`config.mk`:
```
export PLATFORM = sky130hd
export DESIGN_NAME = draw_host_sprite_flat
export DESIGN_NICKNAME = d
export VERILOG_FILES = /design/src/rtl/game_pkg.sv /design/src/rtl/pos_if.sv /design/src/rtl/host_sprite_rom.sv /design/src/rtl/draw_host_sprite.sv /design/src/flat_wrapper.sv
export SDC_FILE = /design/constraint.sdc
export NUM_CORES = 1
export LEC_CHECK = 0
export ABC_AREA = 1
export ABC_CLOCK_PERIOD_IN_PS = 4700
export BUFFER_PORTS_ARGS = -buffer_cell sky130_fd_sc_hd__buf_2
export CORE_AREA = 2 2 135 137
export DETAILED_ROUTE_END_ITERATION = 6
export DIE_AREA = 0 0 137 139
export PLACE_DENSITY_LB_ADDON = 0.1
export SKIP_LAST_GASP = 1
export SYNTH_ARGS = -nofsm -noshare
export SYNTH_HDL_FRONTEND = slang
export SYNTH_SLANG_ARGS = --single-unit
export TNS_END_PERCENT = 50
```
`constraint.sdc`:
```
create_clock -name clk -period 4.7 [get_ports clk]
set_clock_uncertainty 0.15 [all_clocks]
set_input_delay 0.705 -clock clk [delete_from_list [all_inputs] [get_ports clk]]
set_output_delay 0.705 -clock clk [all_outputs]
set_load 0.01 [all_outputs]
```
`src/rtl/game_pkg.sv`:
```
// ---------------------------------------------------------------------------
// game_pkg
//   Shared game constants and types: Tom sprite geometry, animation set
//   numbering, the colour key, the sprite_control bit layout (shared with
//   host_move_ctrl), and the VGA timing bundle carried down the draw chain.
// ---------------------------------------------------------------------------
package game_pkg;

    localparam int          TOM_WIDTH  = 48;
    localparam int          TOM_HEIGHT = 32;
    localparam int          TOM_FRAMES = 8;
    localparam logic [11:0] TRANSP_RGB = 12'hF0F;

    typedef enum logic [1:0] {
        SPRITE_SET_RUN  = 2'd0,
        SPRITE_SET_IDLE = 2'd1,
        SPRITE_SET_JUMP = 2'd2
    } sprite_set_t;

    // sprite_control = {right, jump, idle, frame[3:0]}
    localparam int CTL_W         = 7;
    localparam int CTL_RIGHT     = 6;
    localparam int CTL_JUMP      = 5;
    localparam int CTL_IDLE      = 4;
    localparam int CTL_FRAME_LSB = 0;
    localparam int CTL_FRAME_W   = 4;

    typedef struct packed {
        logic [10:0] hcount;
        logic [10:0] vcount;
        logic        hsync;
        logic        vsync;
        logic        hblnk;
        logic        vblnk;
        logic [11:0] rgb;
    } vga_t;

endpackage

```
`src/rtl/pos_if.sv`:
```
// ---------------------------------------------------------------------------
// pos_if
//   Sprite position bundle: x[9:0], y[9:0] = top-left corner in pixels.
//   Modport 'out' for the producer (movement controller), 'in' for drawers.
// ---------------------------------------------------------------------------
interface pos_if;
    logic [9:0] x;
    logic [9:0] y;

    modport in  (input x, input y);
    modport out (output x, output y);
endinterface

```
`src/rtl/host_sprite_rom.sv`:
```
// ---------------------------------------------------------------------------
// host_sprite_rom
//   Synchronous single-port ROM holding the Tom animation sets, 12-bit RGB
//   words, one clock read latency. Layout: set-major, then frame, row, column.
//   The image is a built-in address-derived art pattern so the ROM needs no
//   load file; every address whose low nibble is 5 holds the colour key.
// Ports:
//   clk   in   clock
//   addr  in   word address (registered by the caller)
//   data  out  word at addr, one clock later
// ---------------------------------------------------------------------------
module host_sprite_rom
    import game_pkg::*;
#(
    parameter int          DEPTH   = 3 * TOM_FRAMES * TOM_WIDTH * TOM_HEIGHT,
    parameter int          ADDR_W  = $clog2(DEPTH),
    parameter logic [11:0] KEY_RGB = TRANSP_RGB
) (
    input  logic              clk,
    input  logic [ADDR_W-1:0] addr,
    output logic [11:0]       data
);

    logic [11:0] data_d;
    logic [11:0] data_q;

    function automatic logic [11:0] rom_word(input logic [ADDR_W-1:0] a);
        if (a[3:0] == 4'h5) begin
            return KEY_RGB;
        end
        return 12'(a) ^ 12'(a >> 12);
    endfunction

    always_comb begin
        data_d = rom_word(addr);
    end

    always_ff @(posedge clk) begin
        data_q <= data_d;
    end

    assign data = data_q;

endmodule

```
`src/rtl/draw_host_sprite.sv`:
```
// ---------------------------------------------------------------------------
// draw_host_sprite
//   Overlays the animated Tom sprite on the VGA pixel stream. Position and
//   sprite_control are captured once per frame at the rising edge of vblank,
//   so a frame is always drawn from one consistent snapshot.
// Ports:
//   clk, rst                 clock, asynchronous active-high reset
//   hcount_in .. vblnk_in    incoming pixel timing
//   rgb_in                   upstream pixel colour
//   tom_pos                  sprite top-left corner (pos_if.in)
//   sprite_control           {right, jump, idle, frame[3:0]}
//   hcount_out .. vblnk_out  timing delayed by 2 clk
//   rgb_out                  composed pixel, aligned with delayed timing
// ---------------------------------------------------------------------------
module draw_host_sprite
    import game_pkg::*;
#(
    parameter int          SPRITE_W   = TOM_WIDTH,
    parameter int          SPRITE_H   = TOM_HEIGHT,
    parameter int          FRAMES     = TOM_FRAMES,
    parameter logic [11:0] TRANSP_RGB = game_pkg::TRANSP_RGB
) (
    input  logic             clk,
    input  logic             rst,
    input  logic [10:0]      hcount_in,
    input  logic [10:0]      vcount_in,
    input  logic             hsync_in,
    input  logic             vsync_in,
    input  logic             hblnk_in,
    input  logic             vblnk_in,
    input  logic [11:0]      rgb_in,
    pos_if.in                tom_pos,
    input  logic [CTL_W-1:0] sprite_control,
    output logic [10:0]      hcount_out,
    output logic [10:0]      vcount_out,
    output logic             hsync_out,
    output logic             vsync_out,
    output logic             hblnk_out,
    output logic             vblnk_out,
    output logic [11:0]      rgb_out
);

    localparam int DEPTH   = 3 * FRAMES * SPRITE_W * SPRITE_H;
    localparam int ADDR_W  = $clog2(DEPTH);
    localparam int FRAME_W = (FRAMES > 1) ? $clog2(FRAMES) : 1;

    // Per-frame snapshot
    logic [9:0]       shadow_x_d, shadow_x_q;
    logic [9:0]       shadow_y_d, shadow_y_q;
    logic [CTL_W-1:0] shadow_ctl_d, shadow_ctl_q;
    logic             shadow_valid_d, shadow_valid_q;
    logic             vblank_rise;

    // Stage 0 (combinational on inputs)
    logic [11:0]            h12, v12, x12, y12, dx_raw, dx, dy;
    logic                   in_box, hit_p0;
    sprite_set_t            set_sel;
    logic [CTL_FRAME_W-1:0] frame_mod;
    logic [FRAME_W-1:0]     frame_sel;
    logic [ADDR_W-1:0]      addr_p0;

    // Pipeline registers
    vga_t              tm_p1_d, tm_p1_q, tm_p2_d, tm_p2_q;
    logic              hit_p1_d, hit_p1_q, hit_p2_d, hit_p2_q;
    logic [ADDR_W-1:0] addr_p1_d, addr_p1_q;
    logic [11:0]       rom_rgb;

    // tm_p1_q.vblnk doubles as the previous-cycle vblank for edge detection.
    always_comb begin
        vblank_rise    = vblnk_in && !tm_p1_q.vblnk;
        shadow_x_d     = shadow_x_q;
        shadow_y_d     = shadow_y_q;
        shadow_ctl_d   = shadow_ctl_q;
        shadow_valid_d = shadow_valid_q;
        if (vblank_rise) begin
            shadow_x_d     = tom_pos.x;
            shadow_y_d     = tom_pos.y;
            shadow_ctl_d   = sprite_control;
            shadow_valid_d = 1'b1;
        end
    end

    // ---- stage 0: hit test and ROM address ----
    // Box bounds are 12 bits wide so x + W past 1023 cannot wrap to column 0.
    always_comb begin
        h12    = {1'b0, hcount_in};
        v12    = {1'b0, vcount_in};
        x12    = {2'b00, shadow_x_q};
        y12    = {2'b00, shadow_y_q};
        in_box = (h12 >= x12) && (h12 < x12 + 12'(SPRITE_W)) &&
                 (v12 >= y12) && (v12 < y12 + 12'(SPRITE_H));
        hit_p0 = shadow_valid_q && !hblnk_in && !vblnk_in && in_box;
        dx_raw = h12 - x12;
        dy     = v12 - y12;
        // Art faces right; facing left reads each row back to front.
        dx     = shadow_ctl_q[CTL_RIGHT] ? dx_raw : (12'(SPRITE_W - 1) - dx_raw);

        if (shadow_ctl_q[CTL_JUMP]) begin
            set_sel = SPRITE_SET_JUMP;
        end else if (shadow_ctl_q[CTL_IDLE]) begin
            set_sel = SPRITE_SET_IDLE;
        end else begin
            set_sel = SPRITE_SET_RUN;
        end
        frame_mod = shadow_ctl_q[CTL_FRAME_LSB +: CTL_FRAME_W] % CTL_FRAME_W'(FRAMES);
        frame_sel = (set_sel == SPRITE_SET_IDLE) ? '0 : FRAME_W'(frame_mod);

        addr_p0 = ((ADDR_W'(set_sel) * ADDR_W'(FRAMES) + ADDR_W'(frame_sel))
                   * ADDR_W'(SPRITE_H) + ADDR_W'(dy)) * ADDR_W'(SPRITE_W) + ADDR_W'(dx);
    end

    always_comb begin
        tm_p1_d.hcount = hcount_in;
        tm_p1_d.vcount = vcount_in;
        tm_p1_d.hsync  = hsync_in;
        tm_p1_d.vsync  = vsync_in;
        tm_p1_d.hblnk  = hblnk_in;
        tm_p1_d.vblnk  = vblnk_in;
        tm_p1_d.rgb    = rgb_in;
        hit_p1_d       = hit_p0;
        addr_p1_d      = addr_p0;
        tm_p2_d        = tm_p1_q;
        hit_p2_d       = hit_p1_q;
    end

    always_ff @(posedge clk or posedge rst) begin
        if (rst) begin
            shadow_x_q     <= '0;
            shadow_y_q     <= '0;
            shadow_ctl_q   <= '0;
            shadow_valid_q <= 1'b0;
            tm_p1_q        <= '0;
            hit_p1_q       <= 1'b0;
            addr_p1_q      <= '0;
            tm_p2_q        <= '0;
            hit_p2_q       <= 1'b0;
        end else begin
            shadow_x_q     <= shadow_x_d;
            shadow_y_q     <= shadow_y_d;
            shadow_ctl_q   <= shadow_ctl_d;
            shadow_valid_q <= shadow_valid_d;
            // ---- stage 1: registered address feeds the ROM ----
            tm_p1_q        <= tm_p1_d;
            hit_p1_q       <= hit_p1_d;
            addr_p1_q      <= addr_p1_d;
            // ---- stage 2: ROM data aligned with delayed timing ----
            tm_p2_q        <= tm_p2_d;
            hit_p2_q       <= hit_p2_d;
        end
    end

    host_sprite_rom #(
        .DEPTH   (DEPTH),
        .ADDR_W  (ADDR_W),
        .KEY_RGB (TRANSP_RGB)
    ) u_rom (
        .clk  (clk),
        .addr (addr_p1_q),
        .data (rom_rgb)
    );

    assign hcount_out = tm_p2_q.hcount;
    assign vcount_out = tm_p2_q.vcount;
    assign hsync_out  = tm_p2_q.hsync;
    assign vsync_out  = tm_p2_q.vsync;
    assign hblnk_out  = tm_p2_q.hblnk;
    assign vblnk_out  = tm_p2_q.vblnk;
    assign rgb_out    = (hit_p2_q && (rom_rgb != TRANSP_RGB)) ? rom_rgb : tm_p2_q.rgb;

endmodule

```
`src/flat_wrapper.sv`:
```
// flat-port wrapper written by rule: the top's interface ports become plain ports
module draw_host_sprite_flat import game_pkg::*;
#(
    parameter int          SPRITE_W   = TOM_WIDTH,
    parameter int          SPRITE_H   = TOM_HEIGHT,
    parameter int          FRAMES     = TOM_FRAMES,
    parameter logic [11:0] TRANSP_RGB = game_pkg::TRANSP_RGB
)
  (clk, rst, hcount_in, vcount_in, hsync_in, vsync_in, hblnk_in, vblnk_in, rgb_in, sprite_control, hcount_out, vcount_out, hsync_out, vsync_out, hblnk_out, vblnk_out, rgb_out, tom_pos_x, tom_pos_y);
  pos_if tom_pos_i ();
  input  logic clk;
  input  logic rst;
  input  logic [10:0] hcount_in;
  input  logic [10:0] vcount_in;
  input  logic hsync_in;
  input  logic vsync_in;
  input  logic hblnk_in;
  input  logic vblnk_in;
  input  logic [11:0] rgb_in;
  input  logic [CTL_W-1:0] sprite_control;
  output logic [10:0] hcount_out;
  output logic [10:0] vcount_out;
  output logic hsync_out;
  output logic vsync_out;
  output logic hblnk_out;
  output logic vblnk_out;
  output logic [11:0] rgb_out;
  input wire logic [$bits(tom_pos_i.x)-1:0] tom_pos_x;
  input wire logic [$bits(tom_pos_i.y)-1:0] tom_pos_y;
  assign tom_pos_i.x = tom_pos_x;
  assign tom_pos_i.y = tom_pos_y;
  draw_host_sprite #(.SPRITE_W(SPRITE_W), .SPRITE_H(SPRITE_H), .FRAMES(FRAMES), .TRANSP_RGB(TRANSP_RGB)) u_core (.clk(clk), .rst(rst), .hcount_in(hcount_in), .vcount_in(vcount_in), .hsync_in(hsync_in), .vsync_in(vsync_in), .hblnk_in(hblnk_in), .vblnk_in(vblnk_in), .rgb_in(rgb_in), .tom_pos(tom_pos_i), .sprite_control(sprite_control), .hcount_out(hcount_out), .vcount_out(vcount_out), .hsync_out(hsync_out), .vsync_out(vsync_out), .hblnk_out(hblnk_out), .vblnk_out(vblnk_out), .rgb_out(rgb_out));
endmodule
```
# Yosys cells after proc, flatten, opt, wreduce, memory -nomap -nowiden
# Cells that the tools add are included.
[word_totals] regBits=134 input_bits=67 out_inout_bits=38 word_cells=58
[op_classes] n_addsub=8 n_mul=1 order_cmp=4 n_eq_ne=3 muxes=8 bitwise_logic=1 reduce_logical=11
[ops] op="two-way mux 12 bit" count=4
[ops] op="adder 16 x 12 -> 16 bit" count=2
[ops] op="< comparator 11 x 12 -> 1 bit" count=2
[ops] op="subtractor 11 x 10 -> 12 bit" count=2
[ops] op="adder 10 x 6 -> 11 bit, second input constant" count=2
[ops] op="greater-or-equal comparator 11 x 10 -> 1 bit" count=2
[ops] op="multiplier 16 x 2 -> 12 bit, second input constant" count=1
[ops] op="inequality test 12 bit, second input constant" count=1
[ops] op="subtractor 6 x 12 -> 12 bit, first input constant" count=1
[ops] op="XOR 12 x 4 -> 12 bit" count=1
[ops] op="logical AND 1 bit" count=8
[ops] op="adder 5 x 3 -> 6 bit" count=1
[ops] op="== test 4 x 3 -> 1 bit, second input constant" count=1
[ops] op="logical NOT 1 bit" count=3
[ops] op="two-way mux 3 bit" count=1
[ops] op="== test 2 x 1 -> 1 bit, second input constant" count=1
[ops] op="two-way mux 1 bit" count=2
[ops] op="two-way mux 2 bit" count=1

# Depth between registers and ports, before layout
[depth] ltp_word=8 depth_mapped=28

# Hierarchy
# Synthesis repeated with hierarchy kept, for this count alone.
[unflattened] hier_cells=764 area_unflattened_um2=7023.0
[modules_own_cells] module="draw_host_sprite" n_inst=1 cells_each=708 area_each_um2=6597.6 seq_area_each_um2=3027.9
[modules_own_cells] module="host_sprite_rom" n_inst=1 cells_each=56 area_each_um2=425.4 seq_area_each_um2=240.2

# Least setup slack after synthesis
# OpenSTA, ideal clock, no wires.
[synth_timing] kind="input to register" startpoint="input vcount_in[0]" endpoint="register u_core.addr_p1_q[15]" arrival_ns=4.095 slack_ns=0.338 path_stages=24 n_path_buf=0 cell_sequence="inv_1 ha_1 inv_1 fa_1 a31o_2 nand2_1 nand2_1 xor2_1 fa_1 inv_1 ha_1 inv_1 xor2_1 ha_1 nand2_1 inv_1 nand4_1 o211ai_1 nand2_1 nand2_1 nand2_1 nor2_1 nand3b_1 nand2_1"
[synth_via] elab_chain_cells=4
[synth_rtl] item="start, declared" line_no="flat_wrapper.sv:14" source="input logic [10:0] vcount_in;"
[synth_rtl] item="subtractor 11 x 10 -> 12 bit" line_no="draw_host_sprite.sv:94" source="dy = v12 - y12;"
[synth_rtl] item="adder 16 x 12 -> 16 bit" line_no="draw_host_sprite.sv:109" source="* ADDR_W'(SPRITE_H) + ADDR_W'(dy)) * ADDR_W'(SPRITE_W) + ADDR_W'(dx);"
[synth_rtl] item="multiplier 16 x 2 -> 12 bit" line_no="draw_host_sprite.sv:109"
[synth_rtl] item="adder 16 x 12 -> 16 bit" line_no="draw_host_sprite.sv:109"
[synth_rtl] item="named net u_core.addr_p0[15]" line_no="draw_host_sprite.sv:60" source="logic [ADDR_W-1:0] addr_p0;"
[synth_rtl] item="end signal, assigned" line_no="draw_host_sprite.sv:145" source="addr_p1_q <= addr_p1_d;"
[synth_rtl] item="end, declared" line_no="draw_host_sprite.sv:65" source="logic [ADDR_W-1:0] addr_p1_d, addr_p1_q;"
# The timed path passes the listed nets, and every way through them passes these cells.
# A chain may end at the register's enable or synchronous reset.

# Worst setup path after layout
# Same ends and word-level chain as after synthesis.

==> metrics.md <==
| Metric | Value |
|---|---|
| Post-route minimum period | 4.30 ns |
| Vias post-DR | 5119 |
| Seq cells post-synth | 133 |
| Critical R2R Capture | u_core.addr_p1_q[15]$_DFF_PP0_ |
| Top-level I/O count | 105 |
| Tightest slew margin relative to the limit | 35.7% |
| Clock Path Buffers | 2 |
| Number of antenna diodes | 0 |
| Number of buffers added to fix hold violations after cts | 0 |
| Fraction of the yosys area taken by sequential cells | 46.9% |
| Total track usage | 16.1% |
| Starting density of the core | 39.5% |
| Core Region | 0.0177 sq mm |
| Number of buffers inserted during clock tree synthesis | 17 |
| Area growth from synthesis to layout | 18.7% |
| Transition at the pin with the smallest max-transition slack | 0.961 ns |
| Post-Synthesis Mean Instance Area | 9.27 sq um |
| Routed metal-1 wire length | 5.96 mm |
| Dpl ws | -0.0951 ns |
| Total gr overflow | 0 |
| Number of library cell types mapped by synthesis | 48 |
| Worst Hold Endpoint | u_core.vcount_out[2]$_DFF_PP0_ |
| Via density per instance | 4.65 |
| Buffers inserted during post-CTS setup optimization | 0 |
| Final core occ | 46.9% |
| Outcome | completed |
| Final sum of negative setup slack | 0 ns |
| Vias in the first global route | 5452 |
| Clock tree sinks | 133 |
| Warning count from the yosys run | 0 |
| Area enclosed by the die boundary | 0.0190 sq mm |
| Peak supply drop | 368 uV |
| Ys flop type | sky130_fd_sc_hd__dfrtp_1 |
| Remaining antenna violation count after routing | 0 |
| Share of synthesized registers carrying an async set or reset | 91.0% |
| Arr. time, crit path | 4.45 ns |
| CTS root buf | sky130_fd_sc_hd__clkbuf_16 |
| DRT iter0 DRCs | 143 |
| Ranking of synthesized cells by instance count | 121 x sky130_fd_sc_hd__dfrtp_1, 119 x sky130_fd_sc_hd__nand2_1, 110 x sky130_fd_sc_hd__inv_1 |
| Largest net degree at the start of global routing | 77 |
| Worst setup path class | input pin to flop |
| Final setup fails | 0 |
| Nets in the synthesized netlist | 883 |
| Final slew viol count | 0 |
| Number of fill cells in the layout | 1740 |
| Static leakage power | 4.36 nW |
| Antenna violations before repair | 0 |
| Hold Crit Class | flop to flop |
| Number of enable flip-flop cells after synthesis | 0 |
| FF-to-FF setup slack | 0.47 ns |
| Setup repair after global routing missed its margin | false |
| Largest area contributor in the synthesized netlist | sky130_fd_sc_hd__dfrtp_1 |
| Critical Path RT | 4.86 ns |
| Period utilisation layout | 91.4% |
| Cell Pwr Density | 674 mW/mm^2 |
| Setup crit start | vcount_in[0] |
| Final worst slack | 0.404 ns |
| Maximum fanout along the worst path | 3 |
| Biggest area contributors in the synthesized netlist | sky130_fd_sc_hd__dfrtp_1 43%, sky130_fd_sc_hd__ha_1 11%, sky130_fd_sc_hd__nand2_1 6.4%, sky130_fd_sc_hd__inv_1 5.9%, sky130_fd_sc_hd__xor2_1 4.5% |
| Met3 wire length | 549 um |
| Share of post-route cells with drive strength above 1 | 21.5% |
| Origin of the critical flop-to-flop path | u_core.shadow_y_q[0]$_DFFE_PP0P_ |
| Count of H-tree levels built during CTS | 4 |
| Clock slew at the register clock pins of the worst setup and hold paths | 0.06 ns |
| Wire length of the first global-routing pass | 24.2 mm |
| Clk Latency, worst-skew pair | 0.42 ns |
| Number of violations of the max-capacitance limit | 0 |
| Fmax | 233 MHz |
| Area fraction of the dominant cell type after synthesis | 43.4% |
| Width of the chip | 137 um |
| Top routing layer used | met4 |
| Final HPWL DP | 11.1 mm |
| Startpoint of the lowest-slack hold path | u_core.tm_p1_q[18]$_DFF_PP0_ |
| Final Hold Violating Endpoints | 0 |
| Post-route DRC | 0 |
| Final Hold Slack | 0.196 ns |
| CTS tree | built |
| Launching element type of the critical path | input pin |
| Most common cell in the netlist | sky130_fd_sc_hd__dfrtp_1 |
| Die outline height | 139 um |
| Number of port buffers | 103 |
| Count of cells resized by post-cts repair | 0 |
| Worst reg-to-reg path cell count | 23 |
| Router iterations before antenna repair | 4 |
| Mapped cell area | 0.00697 sq mm |
| GPL Wtd Cong | 0.883 |
| Wire per inst | 12.8 um |
| Synthesized instance count | 752 |
| Routed wire length | 14.1 mm |
| Hold Path Cell Cnt | 0 |
| Wire length on met2 | 7.33 mm |
| Total number of placement rows | 49 |
| CP endpoint kind | flop |
| Net count of the finished layout | 989 |
worst max-delay path: stages:
cell and delay (ns):
sky130_fd_sc_hd__buf_2 0.13, sky130_fd_sc_hd__inv_1 0.06, sky130_fd_sc_hd__ha_1 0.18, sky130_fd_sc_hd__inv_1 0.06
sky130_fd_sc_hd__fa_1 0.38, sky130_fd_sc_hd__a31o_2 0.22, sky130_fd_sc_hd__nand2_1 0.06, sky130_fd_sc_hd__nand2_1 0.10
sky130_fd_sc_hd__a21oi_1 0.19, sky130_fd_sc_hd__xor2_1 0.22, sky130_fd_sc_hd__ha_1 0.29, sky130_fd_sc_hd__a21oi_1 0.17
sky130_fd_sc_hd__o21ai_1 0.12, sky130_fd_sc_hd__xnor2_1 0.14, sky130_fd_sc_hd__inv_1 0.07, sky130_fd_sc_hd__ha_1 0.29
sky130_fd_sc_hd__inv_1 0.07, sky130_fd_sc_hd__nor3_2 0.20, sky130_fd_sc_hd__o21ai_0 0.12, sky130_fd_sc_hd__nand3_1 0.12
sky130_fd_sc_hd__xor2_1 0.19, sky130_fd_sc_hd__nand2_1 0.07, sky130_fd_sc_hd__nor2_1 0.12, sky130_fd_sc_hd__nand3b_1 0.12
sky130_fd_sc_hd__nand2_1 0.05
flip-flops by register name, summed over array words and instances (netlist names), 6 cells and up:
register,flops
u_core.vcount_out,11
u_core.tm_p2_q,12
u_core.tm_p1_q,38
u_core.shadow_ctl_q,6
u_core.hcount_out,11
u_core.addr_p1_q,16
u_core.shadow_y_q,10
u_core.u_rom.data,12
u_core.shadow_x_q,10
placed cells by master, fill, tap and decap left out, types with 8 or more instances in the layout:
cell | synthesis | routed
sky130_fd_sc_hd__a21oi_1 | 56 | 56
sky130_fd_sc_hd__buf_2 | 1 | 103
sky130_fd_sc_hd__buf_4 | 22 | 15
sky130_fd_sc_hd__clkbuf_16 | 0 | 17
sky130_fd_sc_hd__dfrtp_1 | 121 | 121
sky130_fd_sc_hd__dfxtp_1 | 12 | 12
sky130_fd_sc_hd__ha_1 | 59 | 59
sky130_fd_sc_hd__inv_1 | 110 | 109
sky130_fd_sc_hd__nand2_1 | 119 | 119
sky130_fd_sc_hd__nand2_2 | 8 | 8
sky130_fd_sc_hd__nand3_1 | 42 | 42
sky130_fd_sc_hd__nand4_1 | 8 | 8
sky130_fd_sc_hd__nor2_1 | 50 | 50
sky130_fd_sc_hd__o21ai_0 | 24 | 23
sky130_fd_sc_hd__xnor2_1 | 15 | 15
sky130_fd_sc_hd__xor2_1 | 36 | 35
routing by layer:
layer | vias up | track usage, %
li1 | 2604 | -
met4 | 0 | 6.62
met3 | 19 | 3.69
met5 | - | 0
met2 | 71 | 28.8
met1 | 2425 | 18.2
how the worst max path moves through the flow:
stage	to	slack, ns	cells after the start
6_report	u_core.addr_p1_q[15]$_DFF_PP0_	0.40	25
5_1_grt	u_core.addr_p1_q[15]$_DFF_PP0_	0.01	25
4_1_cts	u_core.addr_p1_q[15]$_DFF_PP0_	0.33	25
3_5_place_dp	u_core.addr_p1_q[15]$_DFF_PP0_	-0.1	25
3_3_place_gp	u_core.addr_p1_q[15]$_DFF_PP0_	0.04	25
2_1_floorplan	u_core.addr_p1_q[15]$_DFF_PP0_	0.34	24
layout make-up:
cell class	count	area, sq um	share of cell area, %
clock buffers	20	457	5.52
repair buffers	118	628	7.59
inverters	112	423	5.11
flip-flops and latches	133	3270	39.5
multi-input cells	476	3090	37.4
clock inverters	12	118	1.42
well taps	229	287	3.46
power breakdown:
group | internal, mW | switching, mW
registers | 1.38 | 0.0853
logic | 1.21 | 1.62
clock network | 0.763 | 0.516
stage by stage:
step                      power (mW)  std cells  instance area (sq um)
after floorplan                 3.58        752                   6970
after global placement          4.27       1068                   7690
after detailed placement        4.32       1068                   7690
after CTS                       5.63       1100                   8260
after global routing            6.14       1100                   8270
final                           5.58       1100                   8270
cell families (layout without fill, tap and decap cells):
logic type / count (synthesis) / in the layout / synth area share (%)
xor gates and xnor gates: 53 / 53 / 6.88
DFF: 133 / 133 / 46.9
and+or+nand+nor: 252 / 252 / 16.0
AOI/OAI and AO/OA: 103 / 103 / 8.67
buffers and inverters: 143 / 262 / 8.90
muxes: 4 / 4 / 0.646
adders and majority gates: 64 / 64 / 12.0
Power figures use the tool's default switching activity.
